File: src/rtl/loader_pkg.sv
// rtl/loader_pkg.sv - shared state encoding and stream framing constants for the boot loader
package loader_pkg;

  localparam logic [2:0] S_LEN_HI = 3'd0;
  localparam logic [2:0] S_LEN_LO = 3'd1;
  localparam logic [2:0] S_DATA   = 3'd2;
  localparam logic [2:0] S_CHK    = 3'd3;
  localparam logic [2:0] S_DONE   = 3'd4;
  localparam logic [2:0] S_ERROR  = 3'd5;

  localparam int HDR_BYTES  = 2;
  localparam int WORD_BYTES = 4;

  typedef enum logic [2:0] {
    LEN_HI = S_LEN_HI,
    LEN_LO = S_LEN_LO,
    DATA   = S_DATA,
    CHK    = S_CHK,
    DONE   = S_DONE,
    ERROR  = S_ERROR
  } state_e;

endpackage

File: src/rtl/word_packer.sv
// rtl/word_packer.sv - packs big-endian bytes into 32-bit words; word_valid pulses with the last byte
module word_packer
  import loader_pkg::*;
(
  input  logic        clk,
  input  logic        reset,
  input  logic        byte_valid,
  input  logic [7:0]  byte_data,
  output logic        word_valid,
  output logic [31:0] word
);

  logic [1:0]  cnt_q, cnt_d;
  logic [23:0] shift_q, shift_d;

  always_comb begin
    cnt_d   = cnt_q;
    shift_d = shift_q;
    if (byte_valid) begin
      shift_d = {shift_q[15:0], byte_data};
      cnt_d   = cnt_q + 2'd1;
    end
  end

  // The fourth byte completes the word combinationally so the top can register the write at this edge.
  assign word_valid = byte_valid && (cnt_q == 2'(WORD_BYTES - 1));
  assign word       = {shift_q, byte_data};

  always_ff @(posedge clk) begin
    if (reset) begin
      cnt_q   <= 2'd0;
      shift_q <= 24'd0;
    end else begin
      cnt_q   <= cnt_d;
      shift_q <= shift_d;
    end
  end

endmodule

File: src/rtl/imem_boot_loader.sv
// rtl/imem_boot_loader.sv - loads a length-prefixed byte stream into instruction memory, then releases the pipeline
// Optional trailing checksum byte enabled by LOADER_CHECKSUM_EN.
module imem_boot_loader
  import loader_pkg::*;
#(
  parameter int MEM_WORDS = 256,
  parameter int ADDR_W    = 32
) (
  input  logic              clk,
  input  logic              reset,
  input  logic              in_valid,
  input  logic [7:0]        in_data,
  output logic              in_ready,
  output logic              mem_we,
  output logic [ADDR_W-1:0] mem_addr,
  output logic [31:0]       mem_wdata,
  output logic              pipe_enable,
  output logic              done,
  output logic              error,
  output logic [15:0]       words_loaded
);

  localparam logic [16:0] MAX_N = 17'(MEM_WORDS);

  state_e            state_q, state_d;
  logic [15:0]       n_q, n_d;
  logic [15:0]       words_loaded_q, words_loaded_d;
  logic              mem_we_q, mem_we_d;
  logic [ADDR_W-1:0] mem_addr_q, mem_addr_d;
  logic [31:0]       mem_wdata_q, mem_wdata_d;
  logic              pipe_enable_q, pipe_enable_d;
  logic              done_q, done_d;
  logic              error_q, error_d;
  logic              xfer;
  logic              pk_valid;
  logic [31:0]       pk_word;

`ifdef LOADER_CHECKSUM_EN
  localparam state_e FINISH_ST = CHK;
  logic [7:0] sum_q, sum_d;
`else
  localparam state_e FINISH_ST = DONE;
`endif

  assign in_ready = (state_q == LEN_HI) || (state_q == LEN_LO) ||
                    (state_q == DATA)   || (state_q == CHK);
  assign xfer     = in_valid && in_ready;

  word_packer u_packer (
    .clk        (clk),
    .reset      (reset),
    .byte_valid (xfer && (state_q == DATA)),
    .byte_data  (in_data),
    .word_valid (pk_valid),
    .word       (pk_word)
  );

  always_comb begin
    state_d        = state_q;
    n_d            = n_q;
    words_loaded_d = words_loaded_q;
    mem_we_d       = 1'b0;
    mem_addr_d     = mem_addr_q;
    mem_wdata_d    = mem_wdata_q;
`ifdef LOADER_CHECKSUM_EN
    sum_d          = (xfer && (state_q != CHK)) ? sum_q + in_data : sum_q;
`endif
    case (state_q)
      LEN_HI: if (xfer) begin
        n_d     = {in_data, 8'h00};
        state_d = LEN_LO;
      end
      LEN_LO: if (xfer) begin
        n_d = {n_q[15:8], in_data};
        if (n_d == 16'd0)              state_d = FINISH_ST;
        else if ({1'b0, n_d} > MAX_N)  state_d = ERROR;
        else                           state_d = DATA;
      end
      DATA: if (pk_valid) begin
        mem_we_d       = 1'b1;
        mem_addr_d     = ADDR_W'({words_loaded_q, 2'b00});
        mem_wdata_d    = pk_word;
        words_loaded_d = words_loaded_q + 16'd1;
        if (words_loaded_d == n_q) state_d = FINISH_ST;
      end
`ifdef LOADER_CHECKSUM_EN
      CHK: if (xfer) begin
        state_d = (in_data == sum_q) ? DONE : ERROR;
      end
`endif
      default: ;
    endcase
    // pipe_enable lags DONE by one cycle so the final write lands before the first fetch.
    done_d        = (state_d == DONE);
    error_d       = (state_d == ERROR);
    pipe_enable_d = (state_q == DONE);
  end

  always_ff @(posedge clk) begin
    if (reset) begin
      state_q        <= LEN_HI;
      n_q            <= 16'd0;
      words_loaded_q <= 16'd0;
      mem_we_q       <= 1'b0;
      mem_addr_q     <= '0;
      mem_wdata_q    <= 32'd0;
      pipe_enable_q  <= 1'b0;
      done_q         <= 1'b0;
      error_q        <= 1'b0;
`ifdef LOADER_CHECKSUM_EN
      sum_q          <= 8'd0;
`endif
    end else begin
      state_q        <= state_d;
      n_q            <= n_d;
      words_loaded_q <= words_loaded_d;
      mem_we_q       <= mem_we_d;
      mem_addr_q     <= mem_addr_d;
      mem_wdata_q    <= mem_wdata_d;
      pipe_enable_q  <= pipe_enable_d;
      done_q         <= done_d;
      error_q        <= error_d;
`ifdef LOADER_CHECKSUM_EN
      sum_q          <= sum_d;
`endif
    end
  end

  assign mem_we       = mem_we_q;
  assign mem_addr     = mem_addr_q;
  assign mem_wdata    = mem_wdata_q;
  assign pipe_enable  = pipe_enable_q;
  assign done         = done_q;
  assign error        = error_q;
  assign words_loaded = words_loaded_q;

endmodule

File: config.mk
export PLATFORM = sky130hd
export DESIGN_NAME = imem_boot_loader
export DESIGN_NICKNAME = d
export VERILOG_FILES = /design/src/rtl/loader_pkg.sv /design/src/rtl/word_packer.sv /design/src/rtl/imem_boot_loader.sv
export SDC_FILE = /design/constraint.sdc
export NUM_CORES = 1
export LEC_CHECK = 0
export BUFFER_PORTS_ARGS = -buffer_cell sky130_fd_sc_hd__buf_2
export CORE_ASPECT_RATIO = 1.2
export CORE_MARGIN = 2
export CORE_UTILIZATION = 35
export CTS_CLUSTER_DIAMETER = 200
export DETAILED_ROUTE_END_ITERATION = 10
export SYNTH_ARGS = -nofsm -noshare
export SYNTH_HDL_FRONTEND = slang
export SYNTH_SLANG_ARGS = --single-unit
File: constraint.sdc
create_clock -name clk -period 3.2 [get_ports clk]
set_clock_uncertainty 0.05 [all_clocks]
set_input_delay 0.48 -clock clk [delete_from_list [all_inputs] [get_ports clk]]
set_output_delay 0.48 -clock clk [all_outputs]
set_load 0.01 [all_outputs]
==> results of run 1 <==
-- worst max-delay path: stages, from the launching register on --
cell                       delay, ns
sky130_fd_sc_hd__dfxtp_1        0.45
sky130_fd_sc_hd__and4bb_1       0.63
sky130_fd_sc_hd__and2_2         0.54
sky130_fd_sc_hd__nand4_1        0.14
sky130_fd_sc_hd__nor4_1         0.25
sky130_fd_sc_hd__nand4_2        0.19
sky130_fd_sc_hd__and2_1         0.21
-- cell usage in the layout, fill, tap and decap left out, drive strengths merged, types with 9 or more instances in the layout --
cell type	netlist	final
a21oi	93	93
buf	34	84
dfxtp	113	113
nand3	15	15
nand2	187	187
clkbuf	25	17
xnor2	20	20
nor2	28	28
nand4	12	12
xor2	14	14
conb	1	16
nor4	9	9
-- layout make-up --
cell class / count / area share, %
Clock inverter: 15 / 3.97
Clock buffer: 17 / 7.26
Multi-Input combinational cell: 437 / 38.8
Timing Repair Buffer: 84 / 7.43
Inverter: 5 / 0.320
Sequential cell: 113 / 38.6
Tap cell: 168 / 3.59
-- worst max path at each step --
stage,startpoint,to,depth (start not counted)
6_report,state_q[0]$_SDFF_PP0_,state_q[1]$_SDFF_PP0_,6
5_1_grt,state_q[0]$_SDFF_PP0_,state_q[1]$_SDFF_PP0_,6
4_1_cts,state_q[0]$_SDFF_PP0_,state_q[1]$_SDFF_PP0_,6
3_5_place_dp,in_valid,state_q[1]$_SDFF_PP0_,7
3_3_place_gp,in_valid,state_q[1]$_SDFF_PP0_,7
2_1_floorplan,words_loaded[0]$_SDFFE_PP0P_,state_q[1]$_SDFF_PP0_,7
-- sequential cells by signal, summed over array words and instances, names as in the netlist --
signal and cells:
mem_addr 16, u_packer.cnt_q 2, n_q 16, state_q 3
mem_we 1, u_packer.shift_q 24, pipe_enable 1, words_loaded 16
done 1, mem_wdata 32, error 1
-- kinds of logic (layout without fill, tap and decap cells) --
kind of cell,count (synthesis),count (layout),share of synthesized area (%)
flip-flops,113,113,47.0
other,1,16,0.0779
multiplexers,2,2,0.442
adder cells (fa/ha/maj),2,2,0.520
buffers and inverters,64,121,6.99
AO/OA/AOI/OAI,107,107,12.4
XOR/XNOR,34,34,6.34
AND/OR/NAND/NOR,276,276,26.2
-- routing by layer --
layer  global-route usage [%]  vias to the layer above  share of wire, %  wire length (um)
met5                        0                        -                 0                 0
met2                     27.5                       90                50              5900
met4                     6.52                        0              0.99               116
met1                     18.5                     1933                44              5180
met3                     4.72                       10               4.5               525
li1                         -                     2069                 -                 -
-- power by group --
group / internal (mW) / total [mW] / switching, mW
sequential: 1.43 / 1.45 / 0.0250
combinational: 0.0598 / 0.176 / 0.116
clock: 1.39 / 2.08 / 0.689
-- per-stage QoR --
step	instance area (um^2)	power (mW)	utilization (%)	std cells	worst slack, ns
detailed placement	5200	1.66	38.9	807	0.600
finish	5860	3.71	43.9	839	0.625
global placement	5200	1.65	38.9	807	0.683
CTS	5860	3.74	43.9	839	0.613
floorplan	4870	1.62	-	614	1.11
global route	5860	3.84	43.9	839	0.425
==> flow_metrics.py, run 1 <==
metrics = {
    "run_status": {
        "outcome": "complete, no violations",
    },
    "cts": {
        "clkTransAtPathRegs_ns": 0.06,
        "clock_tree.buffer_depth": 2,
        "htree_num_levels": 4,
        "clk_latency_ns": 0.41,
        "cts_resized": 0,
        "numCtsBuffers": 17,
        "cts_hold_repair.buffers": 0,
        "ctsRootBufferMaster": "sky130_fd_sc_hd__clkbuf_16",
        "tritoncts_clock_tree": "built",
        "cts.repair_timing.setup_buffer_count": 0,
        "clock-sinks": 113,
    },
    "synthesis": {
        "yosysUniqueCellTypes": 49,
        "async_reset_ff_share_pct": 0,
        "syn_area_per_cell_um2": 8.03,
        "synth_top_area_share_pct": 47.0,
        "number_of_warnings_issued_by_yosys": 0,
        "post-synth-top-count-cell": "sky130_fd_sc_hd__nand2_1",
        "synth_seq_area_share_pct": 47.0,
        "post-synth-top-area-cell": "sky130_fd_sc_hd__dfxtp_1",
        "syn_inst": 599,
        "synth-edff-count": 0,
        "syn_area_mm2": 0.00481,
        "top_area_cells_in_the_synthesized_netlist": "sky130_fd_sc_hd__dfxtp_1, sky130_fd_sc_hd__nand2_1, sky130_fd_sc_hd__a21oi_1, sky130_fd_sc_hd__xnor2_1, sky130_fd_sc_hd__buf_4",
        "dominantRegCellSynth": "sky130_fd_sc_hd__dfxtp_1",
        "postSynthRegisterBits": 113,
        "commonest_cells_in_the_synthesized_netlist": "sky130_fd_sc_hd__nand2_1, sky130_fd_sc_hd__dfxtp_1, sky130_fd_sc_hd__a21oi_1",
    },
    "grt": {
        "track_usage_pct": 15.9,
        "global_route_wire_length_before_repair_mm": 19.1,
        "antenna_violations_before_repair": 0,
        "globalRoute.totalOverflow": 0,
        "first_global_vias": 3882,
        "grt_start_max_net_pins": 82,
    },
    "routing": {
        "vias": 4102,
        "drt-pass1-iter-count": 6,
        "viasPerCell": 4.89,
        "first_iter_violations": 294,
        "drc": 0,
        "routed_wirelength_mm": 11.7,
        "route.antenna.remaining_nets": 0,
        "routedWlPerCell_um": 14.0,
    },
    "finish": {
        "layout_area_overhead_pct": 21.7,
        "layout.area.seq_mm2": 0.00226,
        "num_antenna_cells": 0,
        "final_nets": 671,
        "drive_above_1_share_pct": 20.4,
        "multiInputGateArea_mm2": 0.00227,
        "fillers": 1344,
    },
    "critical_path": {
        "worstSetupStartpointType": "flop",
        "cp_data_arrival_time_ns": 2.82,
        "ff2ff_setup_slack_ns": 0.63,
        "worst_ep_required_time_ns": 3.45,
        "timing.rr.end": "state_q[1]$_SDFF_PP0_",
        "worst_r2r_path_depth": 6,
        "critPathKind": "flop to flop",
        "critical_path_sink_type": "flop",
        "r2r-start": "state_q[0]$_SDFF_PP0_",
        "maximum_net_fanout_on_the_critical_path": 25,
    },
    "floorplanning": {
        "die_span_in_y_um": 132,
        "fp.coreArea_mm2": 0.0134,
        "die_width_um": 111,
        "ios": 96,
        "die_area_mm2": 0.0147,
        "number_of_rows_in_the_core_area": 46,
        "initial_core_utilization_pct": 36.0,
    },
    "sta": {
        "worst_slew_margin_rel_pct": 36.8,
        "setup_viol_count_final": 0,
        "timing.setup.tns_ns": 0,
        "timing_hold_violations_final": 0,
        "timing.hold.ws_ns": 0.338,
        "timing.fmax_mhz": 388,
        "min_period_ns": 2.57,
        "slew_limit_fails": 0,
        "rsz0062_at_grt": "false",
        "worst-slew-pin-transition_ns": 0.945,
        "layout_worst_path_cycle_share_pct": 80.5,
    },
    "placed_design": {
        "detailedPlacementHpwl_mm": 8.00,
        "io_buffers": 79,
        "place_congestion": 0.848,
    },
    "min_path": {
        "worstHoldPathType": "primary input to flop",
        "hold_path.startpoint": "in_data[0]",
        "worst_hold_path_endpoint": "mem_wdata[0]$_SDFFE_PP0P_",
        "worst_hold_path.num_cells": 3,
    },
    "power_and_ir_drop": {
        "vdd_ir_drop_max_mv": 0.300,
        "power.density_cell_area_mw_per_mm2": 633,
        "p_leak_nw": 2.28,
    },
    "run": {
        "drv.max_cap_violation_count": 0,
    },
}
(Power assumes the default switching activity.)
==> run 2, diff against run 1 <==
==> constraint.sdc (replaced) <==
create_clock -name clk -period 2.5 [get_ports clk]
set_clock_uncertainty 0.05 [all_clocks]
set_input_delay 0.375 -clock clk [delete_from_list [all_inputs] [get_ports clk]]
set_output_delay 0.375 -clock clk [all_outputs]
set_load 0.01 [all_outputs]
==> run 2 against run 1 <==
Hold slack worse by 0.12 ns. Register-to-register slack got worse by 0.36 ns. Sequential power rose by 28%. Sequential cell count unchanged. Worst setup slack got worse by 0.36 ns. Combinational power rose by 35%. Fmax up 15%. Clock power grew 19%. Non-clock buffer count increased by 8. Sequential share of layout area shrank 0.19 points. Largest power group unchanged. Highest routed layer unchanged.
==> flow_metrics.py, run 2 (synthesis gave the netlist of run 1 again) <==
metrics = {
    "finish": {
        "drive_above_1_share_pct": 21.2,
        "most-common-layout-cells": "sky130_fd_sc_hd__nand2_1, sky130_fd_sc_hd__dfxtp_1, sky130_fd_sc_hd__a21oi_1",
        "layout_area_overhead_pct": 22.3,
        "fillers": 1340,
        "layout.area.seq_mm2": 0.00226,
        "max_reg_flops": 32,
        "num_antenna_cells": 0,
        "multiInputGateArea_mm2": 0.00227,
        "mostFrequentLayoutCell": "sky130_fd_sc_hd__nand2_1",
        "final_nets": 679,
    },
    "cts": {
        "cts_resized": 0,
        "htree_num_levels": 4,
        "clkTransAtPathRegs_ns": 0.05,
        "tritoncts_clock_tree": "built",
        "numCtsBuffers": 17,
        "cts.repair_timing.setup_buffer_count": 0,
        "clock_tree.buffer_depth": 2,
        "cts_hold_repair.buffers": 0,
        "clock-sinks": 113,
        "ctsRootBufferMaster": "sky130_fd_sc_hd__clkbuf_16",
        "clk_latency_ns": 0.41,
    },
    "power_and_ir_drop": {
        "comb_power_share_pct": 5.2,
        "power_switching_mw": 1.04,
        "power_switching_share_pct": 22.8,
        "p_leak_nw": 2.31,
        "share_clk_of_total_power_pct": 54.2,
        "vdd_ir_drop_max_mv": 0.394,
        "cell_internal_pwr_mw": 3.53,
        "flop_pwr_share_pct": 40.6,
        "power.density_cell_area_mw_per_mm2": 777,
    },
    "floorplanning": {
        "die_span_in_y_um": 132,
        "die_area_mm2": 0.0147,
        "die_width_um": 111,
        "number_of_rows_in_the_core_area": 46,
        "initial_core_utilization_pct": 36.0,
        "ios": 96,
        "fp.coreArea_mm2": 0.0134,
    },
    "sta": {
        "timing.setup.tns_ns": 0,
        "timing.hold.ws_ns": 0.216,
        "layout_worst_path_cycle_share_pct": 89.5,
        "slew_limit_fails": 0,
        "min_period_ns": 2.24,
        "timing.fmax_mhz": 447,
        "worst_slew_margin_rel_pct": 50.9,
        "setup_viol_count_final": 0,
        "rsz0062_at_grt": "false",
        "worst-slew-pin-transition_ns": 0.736,
        "timing_hold_violations_final": 0,
    },
    "grt": {
        "global_route_wire_length_before_repair_mm": 19.1,
        "first_global_vias": 3835,
        "grt_start_max_net_pins": 69,
        "track_usage_pct": 16.0,
        "globalRoute.totalOverflow": 0,
        "antenna_violations_before_repair": 0,
    },
    "critical_path": {
        "timing.critical_path.mode_cell": "sky130_fd_sc_hd__nand4_2",
        "kind_of_cell_adding_the_most_delay_to_the_critical_path": "simple AND/OR/NAND/NOR gates",
        "worst_r2r_path_depth": 6,
        "worstSetupStartpointType": "flop",
        "critical_path.max_stage_delay_ns": 0.60,
        "worst-path-buf-inv": 0,
        "timing_startpoint_of_the_critical_path": "words_loaded[3]$_SDFFE_PP0P_",
        "r2r-start": "words_loaded[3]$_SDFFE_PP0P_",
        "cp_data_arrival_time_ns": 2.45,
        "critPathKind": "flop to flop",
        "crit_path_top_delay_cell": "sky130_fd_sc_hd__dfxtp_1",
        "worst_ep_required_time_ns": 2.72,
        "path_depth": 6,
        "critical_path_sink_type": "flop",
        "maximum_net_fanout_on_the_critical_path": 10,
        "worstPathCellList": "nand4_2 -> nor3_4 -> mux2_1 -> a311o_1 -> nand4_2 -> a211oi_2",
    },
    "placed_design": {
        "io_buffers": 79,
        "place_congestion": 0.909,
        "detailedPlacementHpwl_mm": 8.09,
    },
    "routing": {
        "drc": 0,
        "routed_wirelength_mm": 11.7,
        "first_iter_violations": 269,
        "routedWlPerCell_um": 13.8,
        "vias": 4112,
        "route.antenna.remaining_nets": 0,
        "viasPerCell": 4.85,
        "drt-pass1-iter-count": 4,
    },
    "min_path": {
        "worst_hold_path.num_cells": 3,
        "hold_path.startpoint": "in_data[3]",
        "worstHoldPathType": "primary input to flop",
    },
    "run_status": {
        "outcome": "complete, no violations",
    },
    "run": {
        "drv.max_cap_violation_count": 0,
    },
}
-- run 2: changes by cell type in the layout (fill, tap and decap cells not counted), sizes merged --
cell / change
inv: -1
clkbuf: +3
clkinvlp: -1
clkinv: +1
buf: +8
bufinv: -2
-- run 2: metrics by stage --
stage	instances	utilization (%)	total power [mW]	worst slack (ns)	instance area [um^2]
2_1_floorplan	614	-	2.08	0.415	4870
3_3_place_gp	815	39.5	2.12	0.369	5270
3_5_place_dp	815	39.5	2.13	0.278	5270
4_1_cts	847	44.1	4.61	0.273	5890
5_1_grt	847	44.1	4.71	0.0881	5890
6_report	847	44.1	4.58	0.264	5890
-- run 2: worst paths after layout --
| path | end | slack, ns |
|---|---|---|
| setup / recovery | state_q[2]$_SDFF_PP0_ | 0.26 |
| hold reg to reg | mem_addr[9]$_SDFFE_PP0P_ | 0.40 |
| hold / removal | n_q[11]$_SDFFE_PP0P_ | 0.22 |
| setup reg to reg | state_q[2]$_SDFF_PP0_ | 0.26 |
-- run 2: per-layer routing --
layer / track usage, % / vias up / wire [um]
met1: 19.1 / 1913 / 5190
li1: - / 2073 / -
met4: 7.27 / 0 / 291
met5: 0 / - / 0
met2: 26.9 / 104 / 5680
met3: 4.31 / 22 / 549
-- run 2: layout make-up --
cell class	instances	area share [%]
well taps	168	3.57
multi-input cells	437	38.6
repair buffers	92	8.63
clock inverters	12	2.68
inverters	5	0.319
clock buffers	20	7.76
flip-flops and latches	113	38.4
-- run 2: worst register-to-register path, cell delays in order, from the launching register on --
cell,delay (ns)
sky130_fd_sc_hd__dfxtp_1,0.60
sky130_fd_sc_hd__nand4_2,0.25
sky130_fd_sc_hd__nor3_4,0.32
sky130_fd_sc_hd__mux2_1,0.36
sky130_fd_sc_hd__a311o_1,0.32
sky130_fd_sc_hd__nand4_2,0.12
sky130_fd_sc_hd__a211oi_2,0.08
-- run 2: power by group through the flow --
stage	sequential, mW	combinational, mW	clock (mW)
2_1_floorplan	1.89	0.191	0
3_3_place_gp	1.89	0.229	0
3_5_place_dp	1.89	0.235	0
4_1_cts	1.86	0.236	2.52
5_1_grt	1.86	0.264	2.59
6_report	1.86	0.238	2.48
